## config.mk

```make
export PLATFORM = sky130hd
export DESIGN_NAME = multicycle_ctrl
export DESIGN_NICKNAME = d
export VERILOG_FILES = /design/src/rtl/multicycle_ctrl.sv
export SDC_FILE = /design/constraint.sdc
export NUM_CORES = 1
export LEC_CHECK = 0
export CELL_PAD_IN_SITES_DETAIL_PLACEMENT = 0
export CELL_PAD_IN_SITES_GLOBAL_PLACEMENT = 1
export CORE_MARGIN = 1.5
export CORE_UTILIZATION = 24
export CTS_BUF_LIST = sky130_fd_sc_hd__clkbuf_16
export DETAILED_ROUTE_END_ITERATION = 6
export PLACE_DENSITY_LB_ADDON = 0.1
export RECOVER_POWER = 25
export REMOVE_ABC_BUFFERS = 1
export SLEW_MARGIN = 40
export SYNTH_ARGS = -nofsm -noshare
export SYNTH_HDL_FRONTEND = slang
export SYNTH_SLANG_ARGS = --single-unit
```

## constraint.sdc

```tcl
create_clock -name clk -period 3.9 [get_ports clk]
set_input_delay 0.78 -clock clk [delete_from_list [all_inputs] [get_ports clk]]
set_output_delay 0.78 -clock clk [all_outputs]
set_load 0.1 [all_outputs]
```

## src/rtl/multicycle_ctrl.sv

```systemverilog
// Multicycle RV32 control FSM: fetch/decode/execute/memory/writeback/trap.
// Define CTRL_PERF_CNT_EN to build the cycle and instret counters.
module multicycle_ctrl (
  input  logic        clk,
  input  logic        rst,
  input  logic [6:0]  opcode,
  input  logic        mem_ready,
  input  logic        branch_taken,
  output logic [2:0]  state,
  output logic        ir_write,
  output logic        mem_read,
  output logic        mem_write,
  output logic        reg_write,
  output logic        pc_write,
  output logic        pc_sel,
  output logic        trap,
  output logic [31:0] instret_cnt,
  output logic [31:0] cycle_cnt
);

  typedef enum logic [2:0] {
    FETCH     = 3'd0,
    DECODE    = 3'd1,
    EXECUTE   = 3'd2,
    MEMORY    = 3'd3,
    WRITEBACK = 3'd4,
    TRAP      = 3'd5
  } state_e;

  typedef enum logic [2:0] {
    C_ALU, C_LOAD, C_STORE, C_BRANCH,
    C_JUMP, C_FENCE, C_ILL
  } cls_e;

  state_e st_q, st_d;
  cls_e   cls_q, dec_cls;
  logic   ir_w, mr, mw, rw, pw, ps, tr;

  always_comb begin
    dec_cls = C_ILL;
    unique case (1'b1)
      (opcode == 7'b0110011) ||
      (opcode == 7'b0010011) ||
      (opcode == 7'b0110111) ||
      (opcode == 7'b0010111): dec_cls = C_ALU;
      (opcode == 7'b0000011): dec_cls = C_LOAD;
      (opcode == 7'b0100011): dec_cls = C_STORE;
      (opcode == 7'b1100011): dec_cls = C_BRANCH;
      (opcode == 7'b1101111) ||
      (opcode == 7'b1100111): dec_cls = C_JUMP;
      (opcode == 7'b0001111): dec_cls = C_FENCE;
      default:                dec_cls = C_ILL;
    endcase
  end

  always_comb begin
    st_d = st_q;
    ir_w = 1'b0;
    mr   = 1'b0;
    mw   = 1'b0;
    rw   = 1'b0;
    pw   = 1'b0;
    ps   = 1'b0;
    tr   = 1'b0;
    case (st_q)
      FETCH: begin
        mr = 1'b1;
        if (mem_ready) begin
          ir_w = 1'b1;
          st_d = DECODE;
        end
      end
      DECODE: begin
        case (dec_cls)
          C_FENCE: begin
            pw   = 1'b1;
            st_d = FETCH;
          end
          C_ILL:   st_d = TRAP;
          default: st_d = EXECUTE;
        endcase
      end
      EXECUTE: begin
        case (cls_q)
          C_ALU, C_JUMP:   st_d = WRITEBACK;
          C_LOAD, C_STORE: st_d = MEMORY;
          C_BRANCH: begin
            pw   = 1'b1;
            ps   = branch_taken;
            st_d = FETCH;
          end
          default: st_d = TRAP;
        endcase
      end
      MEMORY: begin
        mr = (cls_q == C_LOAD);
        mw = (cls_q == C_STORE);
        if (!mr && !mw) begin
          st_d = TRAP;
        end else if (mem_ready) begin
          if (mr) begin
            st_d = WRITEBACK;
          end else begin
            pw   = 1'b1;
            st_d = FETCH;
          end
        end
      end
      WRITEBACK: begin
        rw   = 1'b1;
        pw   = 1'b1;
        ps   = (cls_q == C_JUMP);
        st_d = FETCH;
      end
      TRAP:    tr = 1'b1;
      default: st_d = TRAP;
    endcase
  end

  always_ff @(posedge clk) begin
    if (!rst) begin
      st_q  <= FETCH;
      cls_q <= C_FENCE;
    end else begin
      st_q <= st_d;
      if (st_q == DECODE) cls_q <= dec_cls;
    end
  end

  // strobes are forced low while reset is held, even mid-instruction
  assign state     = st_q;
  assign ir_write  = rst & ir_w;
  assign mem_read  = rst & mr;
  assign mem_write = rst & mw;
  assign reg_write = rst & rw;
  assign pc_write  = rst & pw;
  assign pc_sel    = rst & ps;
  assign trap      = rst & tr;

`ifdef CTRL_PERF_CNT_EN
  logic [31:0] cyc_q, ret_q;

  always_ff @(posedge clk) begin
    if (!rst) begin
      cyc_q <= '0;
      ret_q <= '0;
    end else begin
      cyc_q <= cyc_q + 32'd1;
      if (pw) ret_q <= ret_q + 32'd1;
    end
  end

  assign cycle_cnt   = rst ? cyc_q : '0;
  assign instret_cnt = rst ? ret_q : '0;
`else
  assign cycle_cnt   = '0;
  assign instret_cnt = '0;
`endif

endmodule

```

* After elaboration in Yosys (flattened, before gate mapping)
Index checks and enable logic that the tools add are counted.
Operators by class: multiplexer cells 22, equality and inequality tests 23, shifts and indexed selects 0, multiply operators 0, bitwise logic cells 8, div/mod/pow operators 0, reduce and logical (&&, ||, !) cells 12, magnitude comparators 0, $add $sub $neg 0
Operators with widths (number):
- one-hot mux 3 bit (6 select lines) | 2
- == test 7 x 6 -> 1 bit (second input constant) | 3
- == test 7 bit (second input constant) | 3
- == test 3 bit (second input constant) | 5
- == test 7 x 5 -> 1 bit (second input constant) | 2
- == test 3 x 2 -> 1 bit (second input constant) | 4
- two-way mux 3 bit | 4
- two-way mux 1 bit | 11
- one-hot mux 3 bit (3 select lines) | 1
- bitwise AND 1 bit | 7
- == test 7 x 2 -> 1 bit (second input constant) | 1
- == test 7 x 4 -> 1 bit (second input constant) | 1
- == test 3 x 1 -> 1 bit (second input constant) | 2
- logical NOT 3 bit | 2
- one-hot mux 3 bit (2 select lines) | 1
- logical OR 1 bit | 4
- one-hot mux 1 bit (2 select lines) | 2
- one-hot mux 1 bit (4 select lines) | 1
- OR reduction 2 bit | 2
- != test 3 bit (second input constant) | 1
- AND reduction 3 bit | 1
- logical NOT 1 bit | 2
- != test 2 bit (second input constant) | 1
- logical AND 1 bit | 1
- NOT 1 bit | 1
Storage, ports and cells: bits in latches 0, flip-flop bits (word level) 6, memory bits (writable) 0, output and inout port bits 74, memories 0, bits in read-only memories 0, input port bits 11

* Longest topological paths before layout
Gate-level depths: netlist of run 1.
word-level depth 9, mapped depth 6, depth with buffers taken out 5

* Worst setup path before layout of run 1
OpenSTA, ideal clock, no wires.
path kind register -> output, from reg st_q[1] (netlist: state[1]), to out mem_read, cell stages (with the launch flop) 5, required time 3120 ps, path buffers 1, arrival 3961 ps, path slack -841 ps, cells stage by stage dfxtp_1 > clkbuf_1 > nand3b_1 > o32a_1 > nor3b_1
Between the ends: longest elaborated chain between the ends 3, elaborated cells between the ends (all ways) 4
RTL lines:
- from (decl) | line 35 | state_e st_q, st_d;
- from (signal assigned) | line 125 | st_q <= st_d;
- == test 3 x 2 -> 1 bit or logical NOT 3 bit (tied branches) | line 65 | case (st_q)
- one-hot mux 1 bit (2 select lines) * | line 65
- bitwise AND 1 bit * | line 133 | assign mem_read = rst & mr;
- to (decl) | line 11 | output logic mem_read,
Every way passes the cells marked *; elsewhere a longest branch is shown, timed or not.

* Final worst setup path of run 1
from in opcode[5], to out pc_write
Between the ends: longest elaborated chain between the ends 9, elaborated cells between the ends (all ways) 19
RTL lines:
- from (decl) | line 6 | input logic [6:0] opcode,
- == test 7 x 6 -> 1 bit or == test 7 x 5 -> 1 bit (tied branches) | line 42, 43
- logical OR 1 bit | line 42 | (opcode == 7'b0110011) ||
- logical OR 1 bit | line 43 | (opcode == 7'b0010011) ||
- logical OR 1 bit | line 44 | (opcode == 7'b0110111) ||
- one-hot mux 3 bit (6 select lines) * | line 41 | unique case (1'b1)
- == test 3 bit * | line 74 | case (dec_cls)
- two-way mux 1 bit * | line 74
- one-hot mux 1 bit (4 select lines) * | line 65
- bitwise AND 1 bit * | line 136 | assign pc_write = rst & pw;
- to (decl) | line 14 | output logic pc_write,
Marks and branches as above.

==> metrics.txt, run 1 <==
Avg WL per Cell=10.30 microns; diodes inserted=0; Seq cells post-synth=6; DR vias/cell=roughly 3.9; First DRT Iteration DRCs=53; placeable core area=4444 sq um; area delta synth->final=3.630%; CTS root buf=clkbuf_16; RSZ-0062 raised after global routing=false; Filler cells=between 500 and 600; number of synthesized flops with an enable pin=0; area of the multi-input gates=732.0 sq um; GR Util met3=1.266%; clk_lat worst skew=approximately 0.23 ns; post-synthesis xor/xnor area fraction=2.310%; DRC Markers=5; cts repair resizes=0; measured slew at the worst slew-check pin=between 1 and 1.5 ns; routed vias=890; power density cells=541.3 nW/um^2; DP Cell Count=225; Main synth FF type=dfxtp_1; worst clock skew=~0.0015 ns; Finish-stage setup viols=0; fmax=approximately 0.30 GHz; first-pass GRT wire length=3.387 mm; wire length after detailed routing=2.349 mm; initial antenna violation count=0; register area share after synthesis=10.56%; Synth Warn #=0; post-layout minimum cycle time=3.309 ns; global route total overflow=0; async set-reset flop share out of synthesis=0%; Max clock buf depth=2; CP required=around 3.1 ns; H-Tree Depth=1; post-DP HPWL=approximately 1.8 mm; # nets final=189; I/O Buffers=20; Initial Utilization=25.59%; die span in y=71.84 microns; vias in the first global route=705; worst hold-check path type=reg -> reg; CP Class=in -> out; Final Hold Fails=0; CTS buffer count=3; most common cell after layout, fill and taps aside=conb_1; post-CTS setup buffer count=0; Global Route met2 Usage=around an eighth; Avg Cell Area, Syn=7.064 sq um; share of layout cells above drive strength 1=6.818%; dpl ws=0.6555 ns; TNS Setup=0 ns; CP endpoint kind=output pin; Peak supply drop=0.1177 mV; total track usage=8.253%; Worst setup SP type=input port; CTS sink count=6; die area=5161 sq um; number of library cell types mapped by synthesis=38; die width=71.84 microns; fin crit share=84.84%; post-route insts no fill=228; commonest cells after routing, fill and taps aside=conb_1, nand2_1, nor2_1, o21ai_0, clkdlybuf4s50_1; outcome=finished, violations left; failing checks=design-rule violations; Slew Viols, Final=0; leakage power=0.0005419 uW; M1 GR Usage=10.83%; main combinational cell family by area after synthesis=buffers and inverters; Routed Antenna Nets=0; Synth Area in Compound Gates=roughly 16%; TritonCTS clock tree=yes; TritonRoute pass-1 iters=6; Post-Synth Simple-Gate Area=between 20% and 30%; num rows=24; clock transition at the registers of the reported paths=0.03 ns; largest net degree at the start of global routing=19; multiplexer share of the synthesized area=0.8801%; Routability Congestion=0.7786; GRT Max-Usage Layer=met2; max_cap viols=0; # hold bufs at CTS=0; Post-Syn Area=1137 sq um; register area=120.1 sq um; I/O pin total=85; headroom to the max-slew limit=23.39%; setup slack after layout=a little under 0.6 ns; Overall Power=around 640 uW; Max FO, Critical Path=7; Synth Instances=161; Post-Synth Adder-Cell Area=0%; Critical Path AT=2.53 ns
logic make-up after synthesis:
kind of cell / count (synthesis)
mux: 1
compound gates: 28
other cells: 1
buf+inv: 73
simple gates: 49
xor+xnor: 3
flops: 6
per-layer routing:
layer  share of wire, %  wire (microns)
met1                 45            1052
met2                 46            1082
met3                7.4             175
met4                1.6              38
met5                  0               0
final cells by class:
cell class                      instances  share of cell area, %
Multi-Input combinational cell        145                  62.10
Timing Repair Buffer                   20                  15.18
Sequential cell                         6                  10.19
Clock buffer                            3                  6.369
Tap cell                               52                  5.520
Inverter                                2                 0.6369
worst paths after layout:
kind,slack (ns),startpoint,to,cells past startpoint
min,0.63,cls_q[2],cls_q[2],2
min reg2reg,0.63,cls_q[2],cls_q[2],2
max reg2reg,2.11,state[0],state[0],5
max,0.59,opcode[5],pc_write,7
sequential cells by signal, indices dropped and copies added, names as in the netlist:
register,count
cls_q,3
state,3
synthesized netlist by cell type (all sizes together) (2+ instances only):
master,number,area (sq um)
buf,65,491.7
nand2,10,37.54
nor2,9,33.78
o21ai,8,40.04
a21oi,7,35.03
nand2b,7,43.79
clkbuf,6,22.52
dfxtp,6,120.1
nor3,4,20.02
and2,3,18.77
nand3b,3,22.52
nor2b,3,18.77
nor3b,3,22.52
inv,2,7.510
nand3,2,10.01
o31a,2,17.52
xnor2,2,17.52
worst max-delay path: stages:
cell           delay, ns
dlygate4sd3_1       0.62
nand4bb_1           0.23
nor3_1              0.23
nand3b_1            0.12
a21oi_1             0.17
o21a_1              0.19
buf_12              0.18
per-stage QoR:
step	hold WS, ns	utilization, %	cell area, sq um
5_1_grt	0.6835	26.52	1179
3_3_place_gp	0.6075	25.20	1120
4_1_cts	0.6294	26.55	1180
6_report	0.6281	26.52	1179
2_1_floorplan	0.5394	-	859.6
3_5_place_dp	0.6280	24.86	1105
power by group:
| part | switching, uW | internal [uW] |
|---|---|---|
| Sequential | 18.6 | 67.5 |
| Combinational | 347 | 41.9 |
| Clock | 32.0 | 131 |
Power figures use the tool's default switching activity.
==> run 2: changes to the inputs <==
- CORE_UTILIZATION: 24 -> 20
- clock period: 3.9 -> 2.87 ns (I/O delays scaled with it)
==> run 2 against run 1 <==
Compared with the run above: the flow now finishes without violations; clock power rose by 36%; die area increased by 19%; non-clock buffer count grew 7; register-to-register slack lost 0.93 ns; design area rose by 13%; via count increased by 0.56%; critical path depth unchanged; hold slack improved by 0.0041 ns; clock-buffer cell count stayed put; core utilization is 2.3 points lower; clock skew hardly changed; global-route usage fell by 0.49 points; largest power group unchanged.
==> metrics.txt, run 2 (synthesis results as in run 1) <==
CP required=2.30 ns (was 3.12 ns); Peak supply drop=0.1949 mV (was 0.1177 mV); I/O Buffers=20 (unchanged); Reg power frac=12.3% (was 13.5%); die width=78.41 microns (was 71.84 microns); number of cells on the critical path=7 (unchanged); CP endpoint kind=output pin (unchanged); outcome=complete, no violations (was finished, violations left); global route total overflow=0 (unchanged); area of the multi-input gates=737.0 sq um (was 732.0 sq um); commonest cells after routing, fill and taps aside=conb_1, nand2_1, clkdlybuf4s50_1, nor2_1, o21ai_0 (was conb_1, nand2_1, nor2_1, o21ai_0, clkdlybuf4s50_1); worst clock skew=0.001366 ns (was 0.001459 ns); routed vias=895 (was 890); share of layout cells above drive strength 1=9.836% (was 6.818%); Finish-stage setup viols=0 (unchanged); TritonCTS clock tree=yes (unchanged); Worst setup SP type=input port (unchanged); fmax=0.3695 GHz; measured slew at the worst slew-check pin=1.194 ns (was 1.154 ns); clock transition at the registers of the reported paths=0.03 ns (about the same); fin crit share=a little over nine tenths; power density cells=665.0 nW/um^2 (was 541.3 nW/um^2); Buffers & Inverters on Critical Path=2 (unchanged); initial antenna violation count=0 (unchanged); wire length after detailed routing=2.485 mm (was 2.349 mm); num rows=27 (was 24); Slowest Stage Delay on Critical Path=0.54 ns (was 0.62 ns); Max FO, Critical Path=5 (was 7); CP cell instances=clkdlybuf4s50_1 > nand4bb_1 > nor3_2 > nand3b_1 > a21oi_1 > o21a_1 > buf_12 (was dlygate4sd3_1 > nand4bb_1 > nor3_1 > nand3b_1 > a21oi_1 > o21a_1 > buf_12); I/O pin total=85 (unchanged); DR vias/cell=3.510 (was 3.904); setup slack after layout=0.1636 ns (was 0.5913 ns); max_cap viols=0 (unchanged); first-pass GRT wire length=3.801 mm (was 3.387 mm); Routability Congestion=0.7187 (was 0.7786); Max clock buf depth=2 (unchanged); Routed Antenna Nets=0 (unchanged); Critical Path AT=2.13 ns (was 2.53 ns); Final Hold Fails=0 (unchanged); Avg WL per Cell=9.745 microns (was 10.30 microns); register area=120.1 sq um (unchanged); most common cell after layout, fill and taps aside=conb_1 (unchanged); part of the power in combinational logic=62.8% (was 60.9%); area delta synth->final=17.27% (was 3.630%); TritonRoute pass-1 iters=4 (was 6); die area=6148 sq um (was 5161 sq um); leakage power=0.0005873 uW (was 0.0005419 uW); post-layout minimum cycle time=2.706 ns; switching pwr=543.0 uW (was 397.4 uW); CP max-delay cell=clkdlybuf4s50_1 (was dlygate4sd3_1); CP Class=in -> out (unchanged); diodes inserted=0 (unchanged); Filler cells=638 (was 511); H-Tree Depth=1 (unchanged); internal power=344.0 uW (was 240.7 uW); dpl ws=0.09908 ns (was 0.6555 ns); Hold Path Depth=2 (unchanged); CTS buffer count=3 (unchanged); Switching Share=61.22% (was 62.28%); die span in y=78.41 microns (was 71.84 microns); worst hold-check path type=reg -> reg (unchanged); # nets final=196 (was 189); CTS root buf=clkbuf_16 (unchanged); largest net degree at the start of global routing=18 (was 19); placeable core area=5507 sq um (was 4444 sq um); R2R cell count=4 (was 5); RSZ-0062 raised after global routing=false (unchanged); Slew Viols, Final=0 (unchanged); Initial Utilization=20.65% (was 25.59%); total track usage=7.761% (was 8.253%); Top Family by Delay on Critical Path=buffers and inverters (unchanged); First DRT Iteration DRCs=71 (was 53); DRC Markers=0 (was 5); clock power share=24.9% (was 25.6%); post-DP HPWL=2.031 mm (was 1.820 mm); clk_lat worst skew=0.22 ns (was 0.23 ns); CTS sink count=6 (unchanged); Min Hold Slack=0.6322 ns (was 0.6281 ns); headroom to the max-slew limit=20.72% (was 23.39%); vias in the first global route=810 (was 705)
==> run 2: cell types whose count changed in the layout (fill, tap and decap cells not counted) <==
cell,delta
clkdlybuf4s50_1,+2
buf_12,+6
clkbuf_1,+2
dlygate4sd3_1,-2
nor3_1,-1
buf_2,-2
nor3_2,+1
buf_4,+1
==> run 2: final timing paths <==
check	startpoint	to	slack (ns)
worst max-delay path	opcode[2]	pc_write	0.16
worst min-delay path	cls_q[2]	cls_q[2]	0.63
worst max register to register	state[2]	state[0]	1.18
worst min register to register	cls_q[2]	cls_q[2]	0.63
==> run 2: repair_timing <==
action	4_1_cts	5_1_grt
setup endpoints to repair	0	1
resized for setup	0	1
buffers inserted	0	0
hold buffers	0	0
==> run 2: through the flow <==
| stage | instances | utilization [%] | TNS [ns] | power, uW | area, sq um |
|---|---|---|---|---|---|
| 4_1_cts | 255 | 24.34 | 0 | 894.1 | 1340 |
| 2_1_floorplan | 153 | - | -5.133 | 592.1 | 859.6 |
| 6_report | 255 | 24.22 | 0 | 887.0 | 1334 |
| 5_1_grt | 255 | 24.22 | 0 | 920.4 | 1334 |
| 3_5_place_dp | 252 | 22.97 | 0 | 668.8 | 1265 |
| 3_3_place_gp | 252 | 22.97 | 0 | 669.4 | 1265 |
==> run 2: power by group through the flow <==
| stage | sequential (uW) | combinational (uW) | clock, uW |
|---|---|---|---|
| finish | 109 | 557 | 221 |
| global route | 111 | 578 | 231 |
| CTS | 109 | 559 | 226 |
| detailed placement | 110 | 559 | 0 |
| global placement | 110 | 559 | 0 |
| floorplan | 135 | 457 | 0 |
==> run 2: cell type report <==
cell class	count	area share, %
Sequential cell	6	9.006
Tap cell	72	6.754
Clock buffer	3	5.629
Timing Repair Buffer	27	22.80
Inverter	2	0.5629
Multi-Input combinational cell	145	55.25
==> run 2: per-layer routing <==
layer  part of all wire (%)  global-route usage (%)
met5                      0                       0
met4                    1.4                   4.286
met3                    5.9                   1.860
met2                     50                   12.87
met1                     43                   9.148
==> run 2: tightest hold or removal path, cell delays in order, from the launching register on <==
cell     delay, ns
dfxtp_1       0.36
o21ai_0       0.17
nand2_1       0.05
